$ cat src/rtl/countdown_timer_bcd.sv
// Four-digit BCD MM:SS countdown timer driven by one-second strobes derived from
// a sampled slow clock, with a load/start/pause control FSM and expiry flags.
module countdown_timer_bcd #(
  parameter int unsigned TICKS_PER_SEC = 25
) (
  input  logic        Clk,
  input  logic        Reset,
  input  logic        Clk_slow,
  input  logic        Load,
  input  logic        Start,
  input  logic        Pause,
  input  logic [15:0] Preset,
  output logic [15:0] Digits,
  output logic        Running,
  output logic        Expired,
  output logic        Done,
  output logic        Sec_tick
);

  typedef enum logic [1:0] {IDLE, RUN, PAUSED, EXPIRED} state_t;

  localparam logic [7:0] LastTick = 8'(TICKS_PER_SEC - 1);

  state_t      state_q, state_d;
  logic        s1_q, s2_q, s3_q;
  logic        rise;
  logic        sec_strobe;
  logic [7:0]  pcnt_q, pcnt_d;
  logic [15:0] digits_q, digits_d;
  logic [15:0] dec_value;
  logic        running_q, expired_q, done_q, tick_q;
  logic        done_d, tick_d;

  function automatic logic [15:0] clampPreset(input logic [15:0] p);
    logic [3:0] mt, mo, st, so;
    mt = (p[15:12] > 4'd9) ? 4'd9 : p[15:12];
    mo = (p[11:8]  > 4'd9) ? 4'd9 : p[11:8];
    st = (p[7:4]   > 4'd5) ? 4'd5 : p[7:4];
    so = (p[3:0]   > 4'd9) ? 4'd9 : p[3:0];
    return {mt, mo, st, so};
  endfunction

  // Borrow ripples upward; the FSM never strobes at 00:00, so min_tens never underflows.
  function automatic logic [15:0] bcdDecrement(input logic [15:0] v);
    logic [3:0] mt, mo, st, so;
    {mt, mo, st, so} = v;
    if (so != 4'd0) begin
      so = so - 4'd1;
    end else begin
      so = 4'd9;
      if (st != 4'd0) begin
        st = st - 4'd1;
      end else begin
        st = 4'd5;
        if (mo != 4'd0) begin
          mo = mo - 4'd1;
        end else begin
          mo = 4'd9;
          mt = mt - 4'd1;
        end
      end
    end
    return {mt, mo, st, so};
  endfunction

  always_ff @(posedge Clk or negedge Reset) begin
    if (!Reset) begin
      s1_q <= 1'b0;
      s2_q <= 1'b0;
      s3_q <= 1'b0;
    end else begin
      s1_q <= Clk_slow;
      s2_q <= s1_q;
      s3_q <= s2_q;
    end
  end

  assign rise       = s2_q & ~s3_q;
  assign sec_strobe = rise && (state_q == RUN) && (pcnt_q == LastTick);
  assign dec_value  = bcdDecrement(digits_q);

  always_comb begin
    state_d  = state_q;
    pcnt_d   = pcnt_q;
    digits_d = digits_q;
    done_d   = 1'b0;
    tick_d   = 1'b0;
    if (Load) begin
      digits_d = clampPreset(Preset);
      pcnt_d   = 8'd0;
      state_d  = IDLE;
    end else begin
      unique case (state_q)
        IDLE, PAUSED: begin
          if (Start && (digits_q != 16'h0000)) state_d = RUN;
        end
        RUN: begin
          if (rise) pcnt_d = sec_strobe ? 8'd0 : pcnt_q + 8'd1;
          if (sec_strobe) begin
            digits_d = dec_value;
            tick_d   = 1'b1;
            if (dec_value == 16'h0000) begin
              state_d = EXPIRED;
              done_d  = 1'b1;
            end else if (Pause) begin
              state_d = PAUSED;
            end
          end else if (Pause) begin
            state_d = PAUSED;
          end
        end
        EXPIRED: state_d = EXPIRED;
        default: state_d = IDLE;
      endcase
    end
  end

  always_ff @(posedge Clk or negedge Reset) begin
    if (!Reset) begin
      state_q   <= IDLE;
      pcnt_q    <= 8'd0;
      digits_q  <= 16'h0000;
      running_q <= 1'b0;
      expired_q <= 1'b0;
      done_q    <= 1'b0;
      tick_q    <= 1'b0;
    end else begin
      state_q   <= state_d;
      pcnt_q    <= pcnt_d;
      digits_q  <= digits_d;
      running_q <= (state_d == RUN);
      expired_q <= (state_d == EXPIRED);
      done_q    <= done_d;
      tick_q    <= tick_d;
    end
  end

  assign Digits   = digits_q;
  assign Running  = running_q;
  assign Expired  = expired_q;
  assign Done     = done_q;
  assign Sec_tick = tick_q;

endmodule
$ cat config.mk
export PLATFORM = sky130hd
export DESIGN_NAME = countdown_timer_bcd
export DESIGN_NICKNAME = d
export VERILOG_FILES = /design/src/rtl/countdown_timer_bcd.sv
export SDC_FILE = /design/constraint.sdc
export NUM_CORES = 1
export LEC_CHECK = 0
export BUFFER_PORTS_ARGS = -buffer_cell sky130_fd_sc_hd__buf_2
export CAP_MARGIN = 20
export CORE_MARGIN = 1.5
export CORE_UTILIZATION = 48
export CTS_CLUSTER_DIAMETER = 60
export DETAILED_ROUTE_END_ITERATION = 8
export GPL_TIMING_DRIVEN = 1
export MAX_ROUTING_LAYER = met4
export PLACE_DENSITY = 0.72
export SLEW_MARGIN = 20
export SYNTH_ARGS = -nofsm -noshare
export SYNTH_HDL_FRONTEND = slang
export SYNTH_SLANG_ARGS = --single-unit
$ cat constraint.sdc
create_clock -name Clk -period 2.3 [get_ports Clk]
set_input_delay 0.46 -clock Clk [delete_from_list [all_inputs] [get_ports Clk]]
set_output_delay 0.46 -clock Clk [all_outputs]
set_load 0.1 [all_outputs]
## After elaboration in Yosys (flattened, before gate mapping)

Index checks and enable logic that the tools add are counted.

- Word-level logic and storage cells: 75
- Bits in registers: 33

- Mux-type cells: 33
- Add/subtract/negate cells: 5
- Reductions and logical operators: 15
- Bitwise logic cells: 2
- Equal/unequal tests: 6
- Order comparisons: 4

Operator list:

| cell | count |
|---|---|
| $mux W4 | 13 |
| $mux W16 | 3 |
| $mux W8 | 4 |
| $logic_not A16 Y1 | 1 |
| $reduce_bool A16 Y1 | 1 |
| $sub A4 B1 Y4 const B | 4 |
| $gt A4 B4 Y1 const B | 3 |
| $reduce_bool A4 Y1 | 3 |
| $mux W2 | 5 |
| $add A8 B1 Y8 const B | 1 |
| $eq A8 B5 Y1 const B | 1 |
| $mux W1 | 7 |
| $eq A2 B2 Y1 const B | 3 |
| $pmux W2 S3 | 1 |
| $reduce_bool A2 Y1 | 3 |
| $eq A2 B1 Y1 const B | 2 |
| $gt A4 B3 Y1 const B | 1 |
| $reduce_and A2 Y1 | 2 |
| $logic_and A1 B1 Y1 | 3 |
| $logic_not A2 Y1 | 1 |
| $reduce_or A2 Y1 | 1 |
| $and A1 B1 Y1 | 1 |
| $not A1 Y1 | 1 |

## Longest topological paths before layout

Gate-level depths: netlist (run 1).

- Word-level depth: 10
- Mapped depth: 8
- Depth with buffers taken out: 7

## Worst setup path before layout (run 1)

Ideal clock, no wire load.

- Path kind: flip-flop to flip-flop
- Start: register digits_q[4], in the netlist Digits[4]
- End: register running_q, in the netlist Running
- Stages on the path, launching flop included: 6
- Path slack: -247 ps
- Period minus slack after synthesis: 2547 ps
- Data arrival time: 2427 ps
- Cells stage by stage: dfrtp_1 nor4_1 nand2_1 nor4b_1 a41oi_1 a41o_1

- Longest elaborated chain between the ends: 9

RTL lines:

| item | line | source |
|---|---|---|
| from (decl) | 29 | `logic [15:0] digits_q, digits_d;` |
| from (signal assigned) | 130 | `digits_q <= digits_d;` |
| $sub A4 B1 Y4 / $reduce_bool A4 Y1 (equally long branches) | 52, 51 |  |
| $mux W4 | 51 | `if (st != 4'd0) begin` |
| $mux W4 | 47 | `if (so != 4'd0) begin` |
| $logic_not A16 Y1 | 102 | `if (dec_value == 16'h0000) begin` |
| $mux W2 | 102 |  |
| $mux W2 | 99 | `if (sec_strobe) begin` |
| $pmux W2 S3 (*) | 93 | `unique case (state_q)` |
| $mux W2 (*) | 88 | `if (Load) begin` |
| $eq A2 B1 Y1 (*) | 131 | `running_q <= (state_d == RUN);` |
| to (signal assigned) | 131 |  |
| to (decl) | 31 | `logic running_q, expired_q, done_q, tick_q;` |

Every way passes the cells marked *; elsewhere a longest branch is shown, timed or not.
A chain may end at the register's enable or synchronous reset.

## Final worst setup path (run 1)

- Start: register pcnt_q[0]
- End: register digits_q[1], in the netlist Digits[1]

- Longest elaborated chain between the ends: 4

RTL lines:

| item | line | source |
|---|---|---|
| from (decl) | 28 | `logic [7:0] pcnt_q, pcnt_d;` |
| from (signal assigned) | 129 | `pcnt_q <= pcnt_d;` |
| $eq A8 B5 Y1 | 79 | `assign sec_strobe = rise && (state_q == RUN) && (pcnt_q == LastTick);` |
| $logic_and A1 B1 Y1 | 79 |  |
| $reduce_bool A2 Y1 (no source line) | - |  |
| $reduce_and A2 Y1 (no source line) | - |  |

Every way passes these cells.

==> run summary, run 1 <==
Pin count of the biggest net entering global routing -> 34
CP max FO -> 7
Layout net count -> 279
RR Endpoint -> Digits[1]
YS warnings -> 0
Die height -> 64.6 um
Die Wd -> 64.6 um
Reg clk slew, reported paths -> 70 ps
Leak -> 1.07 nW
Top-Level Pins -> 42
Min Hold Slack -> 223 ps
Failing checks -> negative setup slack
Clock Sinks -> 33
Relative slew slack -> 51.5%
DR vias/cell -> 5.59
Total number of vias -> 1688
Most numerous cell in the Yosys netlist -> dfrtp_1
Fill count -> 309
Placement Rows -> 22
Clk_lat worst skew -> 290 ps
Type of the most critical hold path -> in -> async
Die area -> 4170 um^2
CTS Buf Count -> 5
Top FF cell, synth -> dfrtp_1
Max-Cap Viols -> 0
Area leader, netlist -> dfrtp_1
Final-report hold violation count -> 0
Max frequency -> 432 MHz
RSZ-0062 raised after global routing -> true
Slack of the critical path -> -13.2 ps
Remaining DRCs -> 0
CTS tree -> yes
Drt initial violations -> 70
Synthesized area per cell -> 9.68 um^2
Total GRT Usage -> 23.0%
N_diodes -> 0
Period utilization -> 101%
Number of antenna violations at the first check in global routing -> 0
Total wire length -> 4340 um
Core Area -> 3660 um^2
Global placement routability congestion -> 0.858
# hold bufs at CTS -> 0
Part of the Yosys area used for sequential elements -> 45.4%
EDFF count, synth -> 0
Slew @ Worst Pin -> 728 ps
Status -> finished with violations
Setup TNS -> -13.2 ps
Power Dens Cells -> 669 nW/um^2
Share of layout cells above drive strength 1 -> 37.8%
Yosys cell types -> 49
VDD IR max -> 0.388 mV
H-tree levels -> 2
Root Driver -> clkbuf_8
Top cells by area, synth -> dfrtp_1 45%, o21ai_0 4.4%, a21oi_1 3.9%
Grt ovf -> 0
Fin Clk Skew -> 7.48 ps
Final min period -> 2310 ps
DR WL/cell -> 14.4 um
Final HPWL DP -> 3060 um
Yosys top cell area share -> 45.4%
Synth top cells by count -> 33 x dfrtp_1, 16 x nor2_1, 16 x o21ai_0, 14 x a21oi_1, 13 x nand2_1
CP Capture Type -> register
Critical Path AT -> 2550 ps
Critical path class -> reg -> reg
Syn-to-layout area delta -> 33.1%
Synthesized instance count -> 188
Worst-case clock buffer depth -> 2
Final slew viol count -> 0
Port bufs -> 41
Flop-to-flop setup slack -> -10 ps
R2R depth -> 7
Syn Std Cell Area -> 1820 um^2
Post-route ant nets -> 0
Final setup fails -> 1
Worst R2R Start -> pcnt_q[0]
Startpoint Class -> register
Worst endpoint required time -> 2530 ps
Initial Util -> 49.7%
Synth async-reset ratio -> 100%
Number of global-route vias before repair -> 1541
Synth Register Bits -> 33
1st-pass router iterations -> 4
First-pass GRT wire length -> 7070 um
Syn nets -> 214
stage by stage:
| stage | util, % | instance area, um^2 | power, mW | std cells | worst slack (ps) |
|---|---|---|---|---|---|
| after floorplan | - | 1840 | 0.936 | 188 | -40.4 |
| after global placement | 60.4 | 2210 | 1.04 | 289 | 9.46 |
| after detailed placement | 60.4 | 2210 | 1.05 | 289 | -120 |
| after CTS | 64.4 | 2360 | 1.62 | 299 | -16.4 |
| after global routing | 66.1 | 2420 | 1.68 | 302 | -82.7 |
| final | 66.1 | 2420 | 1.62 | 302 | -13.2 |
power breakdown:
| part | leakage (nW) | switching, mW | internal (mW) |
|---|---|---|---|
| Combinational | 0.599 | 0.290 | 0.0998 |
| Sequential | 0.414 | 0.0393 | 0.613 |
| Clock | 0.0585 | 0.224 | 0.353 |
| Total | 1.07 | 0.554 | 1.07 |
cell families (layout without fill, tap and decap cells):
group	after synthesis	after routing	synth area share, %
fa+ha+maj	4	4	2.75
compound gates	48	48	16.1
xor+xnor	10	10	4.81
buf+inv	15	81	3.64
simple gates	73	73	24.4
flops	33	33	45.4
mux	5	5	2.89
flip-flops by register name (all words and copies together) (netlist names):
name      flops
state_q       2
Running       1
Sec_tick      1
s3_q          1
s1_q          1
s2_q          1
pcnt_q        8
Expired       1
Done          1
Digits       16
worst max-delay path by stage:
stage               startpoint    endpoint  slack, ps
floorplan            pcnt_q[0]   Digits[1]        -40
global placement     pcnt_q[0]  Digits[15]          9
detailed placement   pcnt_q[0]  state_q[0]       -120
CTS                  pcnt_q[0]   Digits[1]        -20
global route         pcnt_q[0]   Digits[3]        -80
finish               pcnt_q[0]   Digits[1]        -10
worst max-delay path, stage by stage, from the launching register on:
cell	delay (ps)
dfrtp_1	390
inv_2	80
ha_4	120
or4b_4	490
or4_4	520
or4_1	420
a21oi_1	130
a21o_1	100
placed cells by master (no fill, tap or decap), types with 2 or more instances in the layout:
cell type and n:
ha_1 3, o21ai_1 4, nand3_1 9, nor3_1 3, nand4_1 3, o21a_1 3, nand4b_1 3, clkbuf_8 6
o21ai_0 13, nand2_1 13, mux2i_1 3, xnor2_1 6, buf_2 41, nor4_2 2, a31oi_1 2, inv_1 7
dfrtp_2 6, nand3b_1 3, mux2_2 2, or3_1 4, nor2_1 16, dfrtp_1 27, nor4_4 4, buf_4 23
xor2_1 4, a21oi_1 13
routing by layer:
layer / vias up / share of wire, % / global-route usage (%)
li1: 823 / - / -
met1: 809 / 48 / 30.3
met2: 49 / 45 / 34.1
met3: 7 / 4.9 / 5.38
met4: 0 / 1.7 / 9.84
met5: - / 0 / -
repair_timing:
| item | in CTS | in global routing |
|---|---|---|
| setup buffers | 2 | 3 |
| endpoints found under the setup margin | 11 | 19 |
| gates resized for setup | 2 | 11 |
| pin swaps | 2 | 9 |
cell type report:
cell class / instances / area [um^2] / area share (%)
multi-input combinational: 140 / 992 / 41.0
inverter: 8 / 30.0 / 1.24
timing repair buffer: 65 / 389 / 16.1
clock buffer: 7 / 86.3 / 3.57
sequential: 33 / 833 / 34.4
tap: 48 / 60.1 / 2.48
clock inverter: 1 / 30.0 / 1.24
Power figures use the tool's default switching activity.
==> run 2, diff against run 1 <==
--- a/config.mk
+++ b/config.mk
@@ -5,15 +5,16 @@
 export SDC_FILE = /design/constraint.sdc
 export NUM_CORES = 1
 export LEC_CHECK = 0
+export ABC_AREA = 1
 export BUFFER_PORTS_ARGS = -buffer_cell sky130_fd_sc_hd__buf_2
 export CAP_MARGIN = 20
 export CORE_MARGIN = 1.5
-export CORE_UTILIZATION = 48
+export CORE_UTILIZATION = 49
 export CTS_CLUSTER_DIAMETER = 60
 export DETAILED_ROUTE_END_ITERATION = 8
 export GPL_TIMING_DRIVEN = 1
 export MAX_ROUTING_LAYER = met4
-export PLACE_DENSITY = 0.72
+export PLACE_DENSITY = 0.73
 export SLEW_MARGIN = 20
 export SYNTH_ARGS = -nofsm -noshare
 export SYNTH_HDL_FRONTEND = slang
==> run summary, run 2 <==
Status -> finished, final reports clean
Leak -> 1.17 nW
Total GRT Usage -> 23.3%
Number of flip-flops in the largest register -> 16
CTS Buf Count -> 5
First-pass GRT wire length -> 7670 um
Synth top cells by count -> 48 x nand2_1, 38 x inv_1, 33 x dfrtp_1, 29 x nor2_1, 15 x o21ai_0
N_diodes -> 0
RSZ-0062 raised after global routing -> false
Core Area -> 3740 um^2
1st-pass router iterations -> 4
Most common cell after layout, fill and taps aside -> nand2_1
Setup Fix Bufs, Post-CTS -> 0
Total wire length -> 4380 um
Pin count of the biggest net entering global routing -> 34
Final slew viol count -> 0
DR WL/cell -> 12.7 um
Die height -> 66.1 um
H-tree levels -> 2
Startpoint Class -> register
Power Dens Cells -> 701 nW/um^2
Fin Clk Skew -> 8.03 ps
Initial Util -> 52.1%
Top FF cell, synth -> dfrtp_1
# hold bufs at CTS -> 0
Max-Cap Viols -> 0
Final-report hold violation count -> 0
Syn-to-layout area delta -> 18.6%
Synth async-reset ratio -> 100%
Final HPWL DP -> 3290 um
Slew @ Worst Pin -> 743 ps
Min Hold Slack -> 242 ps
Sequential Area -> 826 um^2
Area leader, netlist -> dfrtp_1
Final min period -> 1810 ps
Final setup fails -> 0
Yosys top cell area share -> 42.3%
Die area -> 4370 um^2
Remaining DRCs -> 0
Die Wd -> 66.1 um
Post-route ant nets -> 0
Final core utilization -> 61.8%
Top cells by area, synth -> dfrtp_1 42%, nand2_1 9.2%, inv_1 7.3%
Area of the multi-input gates -> 953 um^2
EDFF count, synth -> 0
Grt ovf -> 0
Synthesized area per cell -> 7.78 um^2
Syn nets -> 277
CP Capture Type -> register
Post-cts repair resize count -> 0
Critical path class -> reg -> reg
Synthesized instance count -> 251
Synth Register Bits -> 33
Drt initial violations -> 158
Worst-case clock buffer depth -> 2
DR vias/cell -> 5.24
YS warnings -> 0
Most numerous cell in the Yosys netlist -> nand2_1
Root Driver -> clkbuf_8
Max frequency -> 553 MHz
Clk_lat worst skew -> 280 ps
Port bufs -> 41
VDD IR max -> 0.409 mV
Critical Path AT -> 1980 ps
Total number of vias -> 1812
Share of layout cells above drive strength 1 -> 25.8%
Worst endpoint required time -> 2470 ps
Clock Sinks -> 33
Post-route design area -> 2310 um^2
DP Area -> 2210 um^2
Setup TNS -> 0 ps
CTS tree -> yes
Part of the Yosys area used for sequential elements -> 42.3%
Number of global-route vias before repair -> 1739
Yosys cell types -> 35
Placement Rows -> 22
Reg clk slew, reported paths -> 70 ps
Syn Std Cell Area -> 1950 um^2
Fill count -> 358
Global placement routability congestion -> 0.848
Layout net count -> 323
Relative slew slack -> 50.5%
Top-Level Pins -> 42
Flop-to-flop setup slack -> 490 ps
Period utilization -> 78.6%
Type of the most critical hold path -> in -> async
CP max FO -> 7
Number of antenna violations at the first check in global routing -> 0
Most frequent cells in the layout -> 48 x nand2_1, 41 x buf_2, 38 x inv_1
[run 2: changes by cell type in the layout (fill, tap and decap cells not counted), sizes merged, moves of 4 or more]
cell	before	now
nor4	7	0
inv	8	40
o221ai	0	4
nand3	9	13
buf	65	43
xnor2	6	0
a22oi	0	5
nor2	16	37
o22ai	0	4
a21oi	14	10
or3	4	0
nand2	13	58
[run 2: worst paths after layout]
check | start | endpoint | cells past startpoint
min | Reset | Digits[0] | 1
max reg2reg | pcnt_q[0] | Running | 13
min reg2reg | s1_q | s2_q | 0
min in group Clk | Clk_slow | s1_q | 1
max in group asynchronous | Reset | Expired | 1
max | pcnt_q[0] | Running | 13
[run 2: cell type report]
cell class | instances | area share (%)
multi-input combinational | 173 | 41.2
sequential | 33 | 35.7
timing repair buffer | 43 | 9.51
inverter | 41 | 6.65
clock buffer | 7 | 4.16
tap | 48 | 2.59
clock inverter | 1 | 0.216
[run 2: report_power, final]
| part | leakage [nW] | total [mW] | switching, mW | internal, mW |
|---|---|---|---|---|
| combinational | 0.697 | 0.489 | 0.386 | 0.103 |
| clock | 0.0542 | 0.475 | 0.204 | 0.270 |
| sequential | 0.420 | 0.658 | 0.0409 | 0.617 |
| total | 1.17 | 1.62 | 0.631 | 0.991 |
[run 2: logic make-up (layout without fill, tap and decap cells)]
kind of cell    count (synthesis)  in the layout  synth area share (%)
fa+ha+maj                       4              4                  2.56
xor+xnor                        4              4                  1.79
flops                          33             33                  42.3
buf+inv                        45             92                  8.85
compound gates                 50             50                  16.7
simple gates                  115            115                  27.8
[run 2: metal layers]
layer	vias to the layer above	wire [um]	global-route usage (%)
li1	909	-	-
met5	-	0	-
met4	0	11	5.36
met1	850	2050	31.2
met3	2	230	4.60
met2	51	2090	36.9
[run 2: through the flow]
stage	setup WS [ps]	instances	total power, mW
2_1_floorplan	173	251	1.05
3_3_place_gp	557	338	1.16
3_5_place_dp	488	338	1.16
4_1_cts	490	346	1.63
5_1_grt	250	346	1.70
6_report	492	346	1.62
[run 2: critical path, cell delays in order (launching register included)]
cell and delay, ps:
dfrtp_1 410, inv_1 90, ha_1 140, nand2_1 50
nor2_1 140, nand3_2 160, nor2_1 130, nand2_1 60
nor2_1 80, nand2_1 70, nor2_2 90, nand2_2 90
a21oi_2 150, nor2_1 50
==> run 3, diff against run 2 <==
--- a/config.mk
+++ b/config.mk
@@ -5,16 +5,16 @@
 export SDC_FILE = /design/constraint.sdc
 export NUM_CORES = 1
 export LEC_CHECK = 0
-export ABC_AREA = 1
+export ABC_AREA = 0
 export BUFFER_PORTS_ARGS = -buffer_cell sky130_fd_sc_hd__buf_2
 export CAP_MARGIN = 20
 export CORE_MARGIN = 1.5
-export CORE_UTILIZATION = 49
+export CORE_UTILIZATION = 53
 export CTS_CLUSTER_DIAMETER = 60
 export DETAILED_ROUTE_END_ITERATION = 8
 export GPL_TIMING_DRIVEN = 1
 export MAX_ROUTING_LAYER = met4
-export PLACE_DENSITY = 0.73
+export PLACE_DENSITY = 0.76
 export SLEW_MARGIN = 20
 export SYNTH_ARGS = -nofsm -noshare
 export SYNTH_HDL_FRONTEND = slang
==> constraint.sdc (replaced) <==
create_clock -name Clk -period 1.7 [get_ports Clk]
set_input_delay 0.34 -clock Clk [delete_from_list [all_inputs] [get_ports Clk]]
set_output_delay 0.34 -clock Clk [all_outputs]
set_load 0.1 [all_outputs]
==> run summary, run 3 (synthesis gave the netlist of run 1 again) <==
Worst path slowest cell -> or4_4
Power Dens Cells -> 758 nW/um^2
Remaining DRCs -> 0
Post-route insts no fill -> 325
Critical path class -> reg -> reg
Clock Sinks -> 33
Period utilization -> 142%
CP peak stage delay -> 560 ps
Die area -> 3790 um^2
Most frequent CP cell -> or4_4
First-pass GRT wire length -> 8360 um
Root Driver -> clkbuf_4
VDD IR max -> 0.590 mV
Fin Clk Skew -> 10.5 ps
DR WL/cell -> 16.9 um
Core Area -> 3310 um^2
Worst endpoint required time -> 2000 ps
CP Capture Type -> register
Sw Ratio -> 37.8%
Sw Pwr -> 0.766 mW
Pin count of the biggest net entering global routing -> 20
Most frequent cells in the layout -> 46 x buf_4, 37 x buf_2, 20 x dfrtp_1
Slew @ Worst Pin -> 752 ps
Failing checks -> negative setup slack
Combinational power share -> 31.4%
Relative slew slack -> 49.2%
Total wire length -> 5510 um
Grt ovf -> 0
Critical Path AT -> 2710 ps
Status -> finished with violations
Type of the most critical hold path -> in -> reg
Number of global-route vias before repair -> 1860
Die height -> 61.6 um
Layout net count -> 304
Total number of vias -> 1884
CTS tree -> yes
Number of flip-flops in the largest register -> 16
Min Hold Slack -> 89.3 ps
Post-route ant nets -> 0
Final min period -> 2410 ps
Clk_lat worst skew -> 360 ps
Initial Util -> 55.0%
Inst Count DP -> 308
CTS Buf Count -> 5
Worst path buffer plus inverter count -> 1
Setup TNS -> -13570 ps
Worst path top cell family by delay -> simple AND/OR/NAND/NOR gates
1st-pass router iterations -> 4
Syn-to-layout area delta -> 47.0%
Slack of the critical path -> -713 ps
Cell Chain, Critical Path -> inv_2 -> ha_1 -> or4b_4 -> or4_4 -> or4_4 -> a21oi_2 -> a21o_1
Global placement routability congestion -> 0.883
H-tree levels -> 2
Placement Rows -> 21
Levels on crit path -> 7
Share of power burned in registers -> 43.1%
Internal Power -> 1.26 mW
Fill count -> 196
Final setup fails -> 28
Leak -> 1.20 nW
RSZ-0062 raised after global routing -> true
Final-report hold violation count -> 0
Hold Path Stages -> 1
N_diodes -> 0
Final HPWL DP -> 3760 um
CP max FO -> 6
Drt initial violations -> 112
Reg clk slew, reported paths -> 100 ps
Die Wd -> 61.6 um
Share of layout cells above drive strength 1 -> 49.1%
Most common cell after layout, fill and taps aside -> buf_4
Startpoint Class -> register
R2R depth -> 7
DR vias/cell -> 5.80
Max frequency -> 414 MHz
Total GRT Usage -> 32.1%
Final slew viol count -> 0
Number of antenna violations at the first check in global routing -> 0
Clock network fraction of design power -> 25.4%
Port bufs -> 41
Worst-case clock buffer depth -> 2
Max-Cap Viols -> 0
Top-Level Pins -> 42
## run 3: power groups by stage
stage	clock network [mW]	registers [mW]	logic (mW)
2_1_floorplan	0	1.14	0.134
3_3_place_gp	0	0.883	0.575
3_5_place_dp	0	0.886	0.591
4_1_cts	0.528	0.871	0.619
5_1_grt	0.563	0.879	0.672
6_report	0.516	0.875	0.638
## run 3: path summary, 6_finish.rpt
kind,start,slack [ps],to
hold / removal,Clk_slow,90,s1_q
setup reg to reg,pcnt_q[0],-710,Digits[1]
hold reg to reg,s1_q,370,s2_q
setup / recovery,pcnt_q[0],-710,Digits[1]
max in group asynchronous,Reset,830,Digits[12]
min in group asynchronous,Reset,420,Digits[2]
## run 3: layout make-up
cell class	count	area [um^2]	share of cell area [%]
tap	46	57.6	2.15
multi-input combinational	140	1070	40.0
inverter	8	30.0	1.12
timing repair buffer	90	602	22.5
clock buffer	7	65.1	2.43
clock inverter	1	5.00	0.187
sequential	33	845	31.6
## run 3: through the flow
step | power [mW] | setup WS [ps] | instance area (um^2) | utilization, %
2_1_floorplan | 1.28 | -640 | 1870 | -
3_3_place_gp | 1.46 | -607 | 2410 | 72.8
3_5_place_dp | 1.48 | -723 | 2410 | 72.8
4_1_cts | 2.02 | -693 | 2610 | 78.9
5_1_grt | 2.11 | -754 | 2670 | 80.8
6_report | 2.03 | -713 | 2670 | 80.8
## run 3: timing repair
item | 4_1_cts | 5_1_grt
hold buffers | 1 | 0
endpoints found under the hold margin | 14 | 0
pin swaps | 13 | 7
gates resized for setup | 18 | 11
setup buffers | 6 | 2
endpoints found under the setup margin | 29 | 33
## run 3: layer usage
| layer | GRT usage (%) | vias to the layer above | part of all wire [%] |
|---|---|---|---|
| met5 | - | - | 0 |
| met1 | 37.0 | 921 | 38 |
| met4 | 14.9 | 0 | 3.1 |
| met3 | 7.35 | 17 | 5.4 |
| li1 | - | 874 | - |
| met2 | 52.9 | 72 | 53 |
